[src/rtl/move_cmd_cond.sv]
// Command conditioning ahead of the TR_P move controller: sync, debounce, edge detect,
// priority arbitration and post-command holdoff for the four push-button inputs.
module move_cmd_cond #(
    parameter int DEB_CYCLES     = 500000,
    parameter int DEB_W          = 20,
    parameter int HOLDOFF_CYCLES = 1000,
    parameter int HOLD_W         = 10
) (
    input  logic clk,
    input  logic rst,
    input  logic btn_start,
    input  logic btn_start_n,
    input  logic btn_stop,
    input  logic btn_avto,
    output logic start,
    output logic start_N,
    output logic stop,
    output logic avto,
    output logic busy,
    output logic rejected
);

    // Channel order doubles as priority order: 0=stop, 1=start, 2=start_N, 3=avto.
    localparam int NCH = 4;
    localparam logic [DEB_W-1:0]  DEB_MAX   = DEB_W'(DEB_CYCLES - 1);
    localparam logic [HOLD_W-1:0] HOLD_LOAD = HOLD_W'(HOLDOFF_CYCLES);

    logic [NCH-1:0]            btn;
    logic [NCH-1:0]            s1_q, s1_d;
    logic [NCH-1:0]            s2_q, s2_d;
    logic [NCH-1:0]            stable_q, stable_d;
    logic [NCH-1:0]            prev_q, prev_d;
    logic [NCH-1:0][DEB_W-1:0] cnt_q, cnt_d;
    logic [HOLD_W-1:0]         hold_q, hold_d;
    logic [NCH-1:0]            cmd_q, cmd_d;
    logic                      busy_q, busy_d;
    logic                      rej_q, rej_d;
    logic [NCH-1:0]            req;
    logic [NCH-1:0]            grant;
    logic                      blocked;

    assign btn = {btn_avto, btn_start_n, btn_start, btn_stop};

    always_comb begin
        s1_d     = btn;
        s2_d     = s1_q;
        prev_d   = stable_q;
        stable_d = stable_q;
        cnt_d    = '0;
        for (int i = 0; i < NCH; i++) begin
            if (s2_q[i] != stable_q[i]) begin
                if (cnt_q[i] == DEB_MAX) begin
                    stable_d[i] = s2_q[i];
                end else begin
                    cnt_d[i] = cnt_q[i] + DEB_W'(1);
                end
            end
        end
    end

    assign req = stable_q & ~prev_q;

    // A counter of 1 expires on this very edge, so a request here lands exactly
    // HOLDOFF_CYCLES after the previous command and is allowed through.
    assign blocked = (hold_q > HOLD_W'(1));

    always_comb begin
        grant = '0;
        if (req[0]) begin
            grant[0] = 1'b1;
        end else if (!blocked) begin
            if (req[1])      grant[1] = 1'b1;
            else if (req[2]) grant[2] = 1'b1;
            else if (req[3]) grant[3] = 1'b1;
        end
    end

    always_comb begin
        cmd_d = grant;
        rej_d = |(req & ~grant);
        if (|grant[3:1]) begin
            hold_d = HOLD_LOAD;
        end else if (hold_q != '0) begin
            hold_d = hold_q - HOLD_W'(1);
        end else begin
            hold_d = hold_q;
        end
        busy_d = (hold_d != '0);
    end

    always_ff @(posedge clk) begin
        if (rst) begin
            s1_q     <= '0;
            s2_q     <= '0;
            stable_q <= '0;
            prev_q   <= '0;
            cnt_q    <= '0;
            hold_q   <= '0;
            cmd_q    <= '0;
            busy_q   <= 1'b0;
            rej_q    <= 1'b0;
        end else begin
            s1_q     <= s1_d;
            s2_q     <= s2_d;
            stable_q <= stable_d;
            prev_q   <= prev_d;
            cnt_q    <= cnt_d;
            hold_q   <= hold_d;
            cmd_q    <= cmd_d;
            busy_q   <= busy_d;
            rej_q    <= rej_d;
        end
    end

    assign stop     = cmd_q[0];
    assign start    = cmd_q[1];
    assign start_N  = cmd_q[2];
    assign avto     = cmd_q[3];
    assign busy     = busy_q;
    assign rejected = rej_q;

endmodule

[config.mk]
export PLATFORM = sky130hd
export DESIGN_NAME = move_cmd_cond
export DESIGN_NICKNAME = d
export VERILOG_FILES = /design/src/rtl/move_cmd_cond.sv
export SDC_FILE = /design/constraint.sdc
export NUM_CORES = 1
export LEC_CHECK = 0
export CAP_MARGIN = 20
export CORE_MARGIN = 8
export CORE_UTILIZATION = 47
export CTS_BUF_LIST = sky130_fd_sc_hd__clkbuf_8
export CTS_CLUSTER_DIAMETER = 30
export DETAILED_ROUTE_END_ITERATION = 6
export SETUP_SLACK_MARGIN = 0.3
export SYNTH_ARGS = -nofsm -noshare
export SYNTH_HDL_FRONTEND = slang
export SYNTH_SLANG_ARGS = --single-unit
[constraint.sdc]
create_clock -name clk -period 3.12 [get_ports clk]
set_clock_uncertainty 0.15 [all_clocks]
set_input_delay 0.312 -clock clk [delete_from_list [all_inputs] [get_ports clk]]
set_output_delay 0.312 -clock clk [all_outputs]
set_load 0.05 [all_outputs]
==> results.txt, run 1 <==
The clock passes through at most 2 buffers. The setup total negative slack came out at 0 ns. The sequential share of the synthesized area is about 46%. The combined area of all synthesized cells is between 0.004 and 0.005 mm2. The largest fanout of any net on the critical path is 20. The worst setup path is launched from a flop. The path class of the tightest hold or removal check is flop to flop.

The total track usage is between 10% and 20%. The number of iterations in the first detailed-routing pass is 4. The cell area power density came out at around 580 mW/mm2. The final count of hold timing violations is 0. The post-detailed-route via-to-cell ratio is between 5 and 6.

The worst setup path is captured at a flop. Across the VDD grid, the largest voltage drop is slightly above 0.4 mV. The number of antenna violations at the first check in global routing came to 0.

The synthesis warning total is 0. For this design, the CTS-stage hold fixing added 0 buffers. The number of remaining DRC errors came out at 0. Static timing analysis puts the maximum clock frequency at ~440 MHz.

The pin count of the biggest net entering global routing came out at 21. The clock slew seen by the registers of the worst setup and hold paths came out at 0.10 ns. Measured along the x axis, the die boundary spans 118 um. The final cell count without fillers came out at a little over 700.

The cell row count came out at 37. The clock tree root buffer cell is sky130_fd_sc_hd__clkbuf_8. The fraction of synthesis flops using an asynchronous set or reset pin is 0%. The library cells used most frequently in the layout, excluding fill and tap cells, are 116 x sky130_fd_sc_hd__nor2_1, 112 x sky130_fd_sc_hd__dfxtp_1, 55 x sky130_fd_sc_hd__xnor2_1. The arrival time at the worst endpoint came out at between 2 and 2.5 ns.

The prevailing post-synth register cell is sky130_fd_sc_hd__dfxtp_1. Summed over all cells, the static leakage comes to 1.61 nW. The total overflow reported by the global router came out at 0.

The clock latency on the worst-skew pair is approximately 0.37 ns. The total die area came out at roughly 0.014 mm2. The flow ran to the end, and the final reports show no timing, DRC or antenna violations. The final design area excluding fillers is 0.00526 mm2. From synthesis to final layout, the design area changed by 7.94%. The library cell used most frequently in the layout, excluding fill and tap cells, is sky130_fd_sc_hd__nor2_1. The final count of pins violating max slew is 0. Dividing the detail-routed wire length by the instance count gives between 10 and 15 um. The worst path required time came out at 3.20 ns. The remaining antenna violation count came out at 0. The final weighted congestion in routability-driven placement is 0.885. The worst path uses 72.4% of the clock period. The synthesized net count is between 500 and 600. The worst path needs 2.26 ns of the cycle, external delays included. The die outline height is around 120 um. Detailed routing placed a total of between 3000 and 4000 um of wire on met2. At the pin with the least slew margin, the transition time is 0.740 ns. The total placed instance area is 0.00508 mm2.

The flip-flop and latch count after synthesis is 112. The final setup violation count is 0. The number of global-route vias before repair was 3417. The number of cells upsized or downsized after cts is 0. The mean instance size in the synthesized netlist came out at between 8 and 9 um2. The placeable core region came out at slightly above 0.01 mm2. The instance count after placement with tap cells included is roughly 700. Detailed routing inserted a total of 3576 vias. The amount of wire on met3 after detailed routing is 274 um. The number of standard cells after synthesis came out at about 560.

Of the cells placed in the final design, the portion with a size suffix greater than 1 is roughly 4.4%. The number of antenna diodes in the final layout is 0. Setup repair after global routing left no endpoint under its margin. The global-route wire length before repair is approximately 15000 um. The number of setup buffers added after CTS is 0. The tree built by TritonCTS fans out to around 110 sinks. The count of unique library cells instantiated by Yosys came out at 43.

For this configuration, the core starts out at a cell density of between 40% and 50%. The worst relative slew slack is about half. The number of flops mapped to enable cells by yosys is 0. The I/O pin count is 12. The number of buffers added by the clock tree synthesis step came out at 9. After detailed routing, no signal wire sits above met4. In the final routing, the length of wire on met1 measures 4140 um. TritonCTS built the clock tree. The H-tree level count is 3. The critical path in this run is classified as flop to flop. After legalization and detailed placement, the total HPWL measured 5940 um. In this run, the number of DRC markers left after iteration 0 of detailed routing was between 150 and 200. In the final design database the tool counted 576 nets. The number of port buffers came out at 11. The max capacitance violation total is 0. The final routed wirelength across all metal layers came out at 8430 um. The design draws 3.03 mW.
[stage by stage]
step           worst slack, ns  hold slack [ns]  utilization (%)
2_1_floorplan             1.09            0.242                -
3_3_place_gp             0.879            0.261             49.9
3_5_place_dp             0.824            0.258             49.9
4_1_cts                  0.805            0.277             51.6
5_1_grt                  0.577            0.305             51.6
6_report                 0.862            0.271             51.6
[final timing paths]
| check | startpoint | to | slack (ns) | cells past startpoint |
|---|---|---|---|---|
| min | prev_q[0]$_SDFF_PP0_ | cmd_q[0]$_SDFF_PP0_ | 0.27 | 1 |
| max | cnt_q[20]$_SDFF_PP0_ | cnt_q[28]$_SDFF_PP0_ | 0.86 | 5 |
| max reg2reg | cnt_q[20]$_SDFF_PP0_ | cnt_q[28]$_SDFF_PP0_ | 0.86 | 5 |
| min reg2reg | prev_q[0]$_SDFF_PP0_ | cmd_q[0]$_SDFF_PP0_ | 0.27 | 1 |
[layout make-up]
class | count | area (um2)
Multi-Input combinational cell | 408 | 2480
Tap cell | 136 | 170
Inverter | 20 | 75.1
Sequential cell | 112 | 2240
Clock inverter | 6 | 36.3
Clock buffer | 10 | 138
Timing Repair Buffer | 12 | 118
Fill cell | 1012 | 4930
[sequential cells by signal, indices dropped and copies added (netlist names)]
name      count
cnt_q        80
prev_d        4
rejected      1
hold_q       10
s2_q          4
prev_q        4
cmd_q         4
s1_q          4
busy          1
[critical path, stage by stage, from the launching register on]
cell and delay (ns):
sky130_fd_sc_hd__dfxtp_1 0.37, sky130_fd_sc_hd__ha_1 0.21, sky130_fd_sc_hd__and4_1 0.29, sky130_fd_sc_hd__nor4bb_1 0.39, sky130_fd_sc_hd__or3_1 0.60, sky130_fd_sc_hd__nor2_1 0.11
[routing by layer]
layer / vias to the layer above / track usage [%]
li1: 1890 / -
met1: 1632 / 14.8
met2: 46 / 21.3
met3: 8 / 3.60
met4: 0 / 4.72
met5: - / 0
[cells by family (layout without fill, tap and decap cells)]
| family | count (synthesis) | after routing | synth area share (%) |
|---|---|---|---|
| buffers and inverters | 37 | 48 | 3.08 |
| AND/OR/NAND/NOR | 291 | 291 | 30.1 |
| adder cells (fa/ha/maj) | 7 | 7 | 1.80 |
| multiplexers | 6 | 6 | 1.26 |
| AO/OA/AOI/OAI | 26 | 26 | 3.70 |
| XOR/XNOR | 78 | 78 | 14.0 |
| flip-flops | 112 | 112 | 46.0 |
[synthesized netlist by cell type, types with 2 or more instances]
master | count | area [um2]
sky130_fd_sc_hd__nor2_1 | 116 | 435
sky130_fd_sc_hd__dfxtp_1 | 112 | 2240
sky130_fd_sc_hd__xnor2_1 | 55 | 482
sky130_fd_sc_hd__nand3_1 | 27 | 135
sky130_fd_sc_hd__nand2_1 | 25 | 93.8
sky130_fd_sc_hd__nor3_1 | 25 | 125
sky130_fd_sc_hd__xor2_1 | 23 | 201
sky130_fd_sc_hd__inv_1 | 20 | 75.1
sky130_fd_sc_hd__nand4_1 | 19 | 119
sky130_fd_sc_hd__nor2b_1 | 19 | 119
sky130_fd_sc_hd__clkbuf_1 | 13 | 48.8
sky130_fd_sc_hd__nor4_1 | 12 | 75.1
sky130_fd_sc_hd__and3_1 | 10 | 62.6
sky130_fd_sc_hd__a21oi_1 | 9 | 45.0
sky130_fd_sc_hd__nand2b_1 | 8 | 50.1
sky130_fd_sc_hd__or3_1 | 8 | 50.1
sky130_fd_sc_hd__ha_1 | 7 | 87.6
sky130_fd_sc_hd__and4_1 | 5 | 43.8
sky130_fd_sc_hd__mux2i_1 | 5 | 50.1
sky130_fd_sc_hd__o21ai_0 | 5 | 25.0
sky130_fd_sc_hd__nor4b_1 | 4 | 35.0
sky130_fd_sc_hd__buf_2 | 3 | 15.0
sky130_fd_sc_hd__a211oi_1 | 2 | 15.0
sky130_fd_sc_hd__a31oi_1 | 2 | 12.5
sky130_fd_sc_hd__nand3b_1 | 2 | 15.0
sky130_fd_sc_hd__o41ai_1 | 2 | 17.5
sky130_fd_sc_hd__or2_2 | 2 | 12.5
sky130_fd_sc_hd__or4_1 | 2 | 15.0
[where the power goes]
part / internal [mW] / switching, mW / leakage [nW]
clock: 0.309 / 0.467 / 0.0972
combinational: 0.297 / 0.395 / 0.607
sequential: 1.49 / 0.0789 / 0.906
Note: power is estimated with default switching activity, not from simulation.
==> run 2, diff against run 1 <==
==> constraint.sdc (replaced) <==
create_clock -name clk -period 2.1 [get_ports clk]
set_clock_uncertainty 0.15 [all_clocks]
set_input_delay 0.21 -clock clk [delete_from_list [all_inputs] [get_ports clk]]
set_output_delay 0.21 -clock clk [all_outputs]
set_load 0.05 [all_outputs]
==> run 2 against run 1 <==
  * Critical path depth did not move
  * Power is 72% higher
  * Worst setup slack got worse by 0.71 ns
  * Clock power rose by 69%
  * Final cell count increased by 5.8%
  * Critical path type unchanged
  * Critical endpoint is now busy$_SDFF_PP0_
  * Largest power group unchanged
==> results.txt, run 2 (synthesis results as in run 1) <==
The total overflow reported by the global router came to 0 (unchanged). The placeable core region is 0.0102 mm2 (unchanged). The final worst-path setup slack is 0.152 ns (-0.709 ns). The CTS tree is done. Leaving out fill and tap cells, the most frequent cells in the layout are 92 x sky130_fd_sc_hd__dfxtp_1, 85 x sky130_fd_sc_hd__nor2_1, 54 x sky130_fd_sc_hd__xnor2_1. The initial core utilization came out at 47.8% (unchanged).

The clock latency on the worst-skew pair is 0.36 ns (about the same). The final setup violation count is 0 (unchanged). The combinational fraction of design power is 31.0% (+8.2 points). The diode insertion count for antenna repair is 0 (unchanged). The total half-perimeter wirelength after legalization and detailed placement is 6280 um (+5.8%). The number of filler instances in the final layout is 899 (-11%). The number of buffers added by the clock tree synthesis step is 9 (unchanged). cnt_q holds more flip-flops than any other register. The ratio of cells with drive above 1 in the final layout is 27.1% (+23 points). The most common cell after layout, fill and taps aside is sky130_fd_sc_hd__dfxtp_1.

The horizontal die dimension came to 118 um (unchanged). The pin count of the biggest net entering global routing came out at 21 (unchanged). The max capacitance violation total is 0 (unchanged).

The transition at the pin with the smallest max-transition slack came out at 0.497 ns (-0.243 ns). The cell area power density came out at 839 mW/mm2 (+46%). The post-detailed-route via-to-cell ratio came out at 5.16 (+1.6%).

The H-tree level count came to 3 (unchanged). The cell-internal power is 3.64 mW (+74%). The number of nets in the finished design came out at 618 (+7.3%). The number of port buffers is 11 (unchanged). The maximum VDD drop is 0.752 mV (+82%).

The worst setup slack before clock tree synthesis came out at 0.0449 ns (-0.779 ns). The area growth from synthesis to final layout is 27.7%. The total die area is 0.0139 mm2 (unchanged).

The final design area excluding fillers came out at 0.00622 mm2 (+18%). The share of total power in sequential cells came out at 43.8% (-7.8 points). The arrival time at the worst endpoint is 2.03 ns (-0.31 ns). The initial DRC count is 206 (+23%). The number of flip-flops in the largest register was 80 (unchanged). The total track usage came to 13.5% (+0.90 points).

The worst relative slew slack is 67.0% (+17 points). The worst hold margin was 0.245 ns (-0.0261 ns). The final routed wirelength across all metal layers came out at 9920 um (+18%). The final weighted congestion in routability-driven placement is 0.864 (-2.3%).

The class of the most critical setup path is flop to flop. The clock slew seen by the registers of the worst setup and hold paths came out at 0.09 ns (about the same). The number of iterations in the first detailed-routing pass came out at 5 (+1). The achievable clock frequency came out at 513 MHz (+16%).

The run finished with clean final reports. The number of buffers between clock root and the deepest sink came to 2 (unchanged). The largest fanout of any net on the critical path is 5 (-75%).

The number of antenna violations at the first check in global routing came out at 0 (unchanged). The total placed instance area came to 0.00529 mm2 (+3.9%). The wire length per cell came to 13.3 um (+11%).

In this run the clock root is driven by a sky130_fd_sc_hd__clkbuf_8. The sort of element at the start of the critical path is a flop. The share of total power consumed by net switching is 30.4% (-0.67 points). The final count of hold timing violations is 0 (unchanged).

The clock period minus final worst setup slack was 1.95 ns (-0.311 ns). The cell row count is 37 (unchanged). Setup repair after global routing could not meet its margin everywhere.

The number of vias after detailed routing is 3844 (+7.5%). The switching power of the nets came to 1.59 mW (+69%). The leakage power came to 2.04 nW (+26%). The setup total negative slack came out at 0 ns (unchanged). The number of remaining DRC errors was 0 (unchanged). The total power of the final layout is 5.22 mW (+72%).

The die outline height came out at 118 um (unchanged). The number of global-route vias before repair is 3582 (+4.8%). The global-route wire length before repair came out at 15900 um (+7.0%).

The type of the most critical hold path is primary input to flop. The kind of capture point of the worst setup path is a flop. The worst path required time is 2.18 ns (-1.02 ns). The relative contribution of the clock network to total power came out at 25.2% (-0.4 points).

The final worst-path cycle share is 92.7% (+20 points). The final count of pins violating max slew is 0 (unchanged). The largest registers in the layout are cnt_q: 80 flops, hold_q: 10 flops. The total number of clock tree sinks was 112 (unchanged). The remaining antenna violation count was 0 (unchanged). The I/O pin count is 12 (unchanged).
## run 2: changes by cell type in the layout (fill, tap and decap cells not counted), moves of 9 or more
| cell | before | now |
|---|---|---|
| sky130_fd_sc_hd__dfxtp_1 | 112 | 92 |
| sky130_fd_sc_hd__nor3_1 | 25 | 15 |
| sky130_fd_sc_hd__dfxtp_2 | 0 | 13 |
| sky130_fd_sc_hd__nor2_1 | 116 | 85 |
| sky130_fd_sc_hd__nor2_4 | 0 | 15 |
| sky130_fd_sc_hd__nor4_1 | 12 | 3 |
| sky130_fd_sc_hd__nor2_2 | 0 | 16 |
| sky130_fd_sc_hd__buf_4 | 1 | 34 |
## run 2: area by class of cell
cell class                      instances  area [um2]  area share, %
Inverter                               20        75.1           1.21
Clock inverter                          6        77.6           1.25
Sequential cell                       112        2280           36.7
Timing Repair Buffer                   51         470           7.56
Clock buffer                            9         124           1.99
Multi-Input combinational cell        411        3020           48.5
Tap cell                              136         170           2.74
## run 2: power groups by stage
stage / sequential (mW) / clock, mW / combinational [mW]
6_report: 2.29 / 1.31 / 1.62
4_1_cts: 2.28 / 1.37 / 1.33
3_5_place_dp: 2.32 / 0 / 1.19
5_1_grt: 2.30 / 1.46 / 1.73
3_3_place_gp: 2.32 / 0 / 1.18
2_1_floorplan: 2.33 / 0 / 0.898
## run 2: worst paths after layout
check	from	to	slack, ns	depth (start not counted)
worst max-delay path	hold_q[6]$_SDFF_PP0_	busy$_SDFF_PP0_	0.15	5
worst min-delay path	btn_start	s1_q[1]$_SDFF_PP0_	0.24	2
worst max register to register	hold_q[6]$_SDFF_PP0_	busy$_SDFF_PP0_	0.15	5
worst min register to register	cnt_q[0]$_SDFF_PP0_	cnt_q[0]$_SDFF_PP0_	0.27	1
## run 2: per-layer routing
layer | part of all wire (%) | wire (um) | up-vias | track usage [%]
li1 | - | - | 1973 | -
met1 | 46 | 4560 | 1791 | 16.7
met2 | 49 | 4810 | 70 | 22.3
met3 | 4.2 | 419 | 10 | 4.08
met4 | 1.3 | 126 | 0 | 3.52
met5 | 0 | 0 | - | 0
## run 2: repair_timing
| action | 4_1_cts | 5_1_grt |
|---|---|---|
| gates cloned | 3 | 3 |
| setup buffers | 7 | 8 |
| pin swaps | 16 | 59 |
| hold buffers | 0 | 0 |
| setup endpoints to repair | 92 | 91 |
| gates resized for setup | 32 | 109 |
## run 2: worst max-delay path, cell delays in order (launching register included)
cell	delay [ns]
sky130_fd_sc_hd__dfxtp_4	0.37
sky130_fd_sc_hd__or4_4	0.59
sky130_fd_sc_hd__nor3_4	0.20
sky130_fd_sc_hd__nor3_2	0.09
sky130_fd_sc_hd__a2111oi_4	0.28
sky130_fd_sc_hd__a41oi_2	0.15
## run 2: stage by stage
step	instances	utilization [%]
final	745	61.1
after global placement	709	51.9
after global routing	745	61.1
after CTS	734	55.6
after floorplan	557	-
after detailed placement	709	51.9
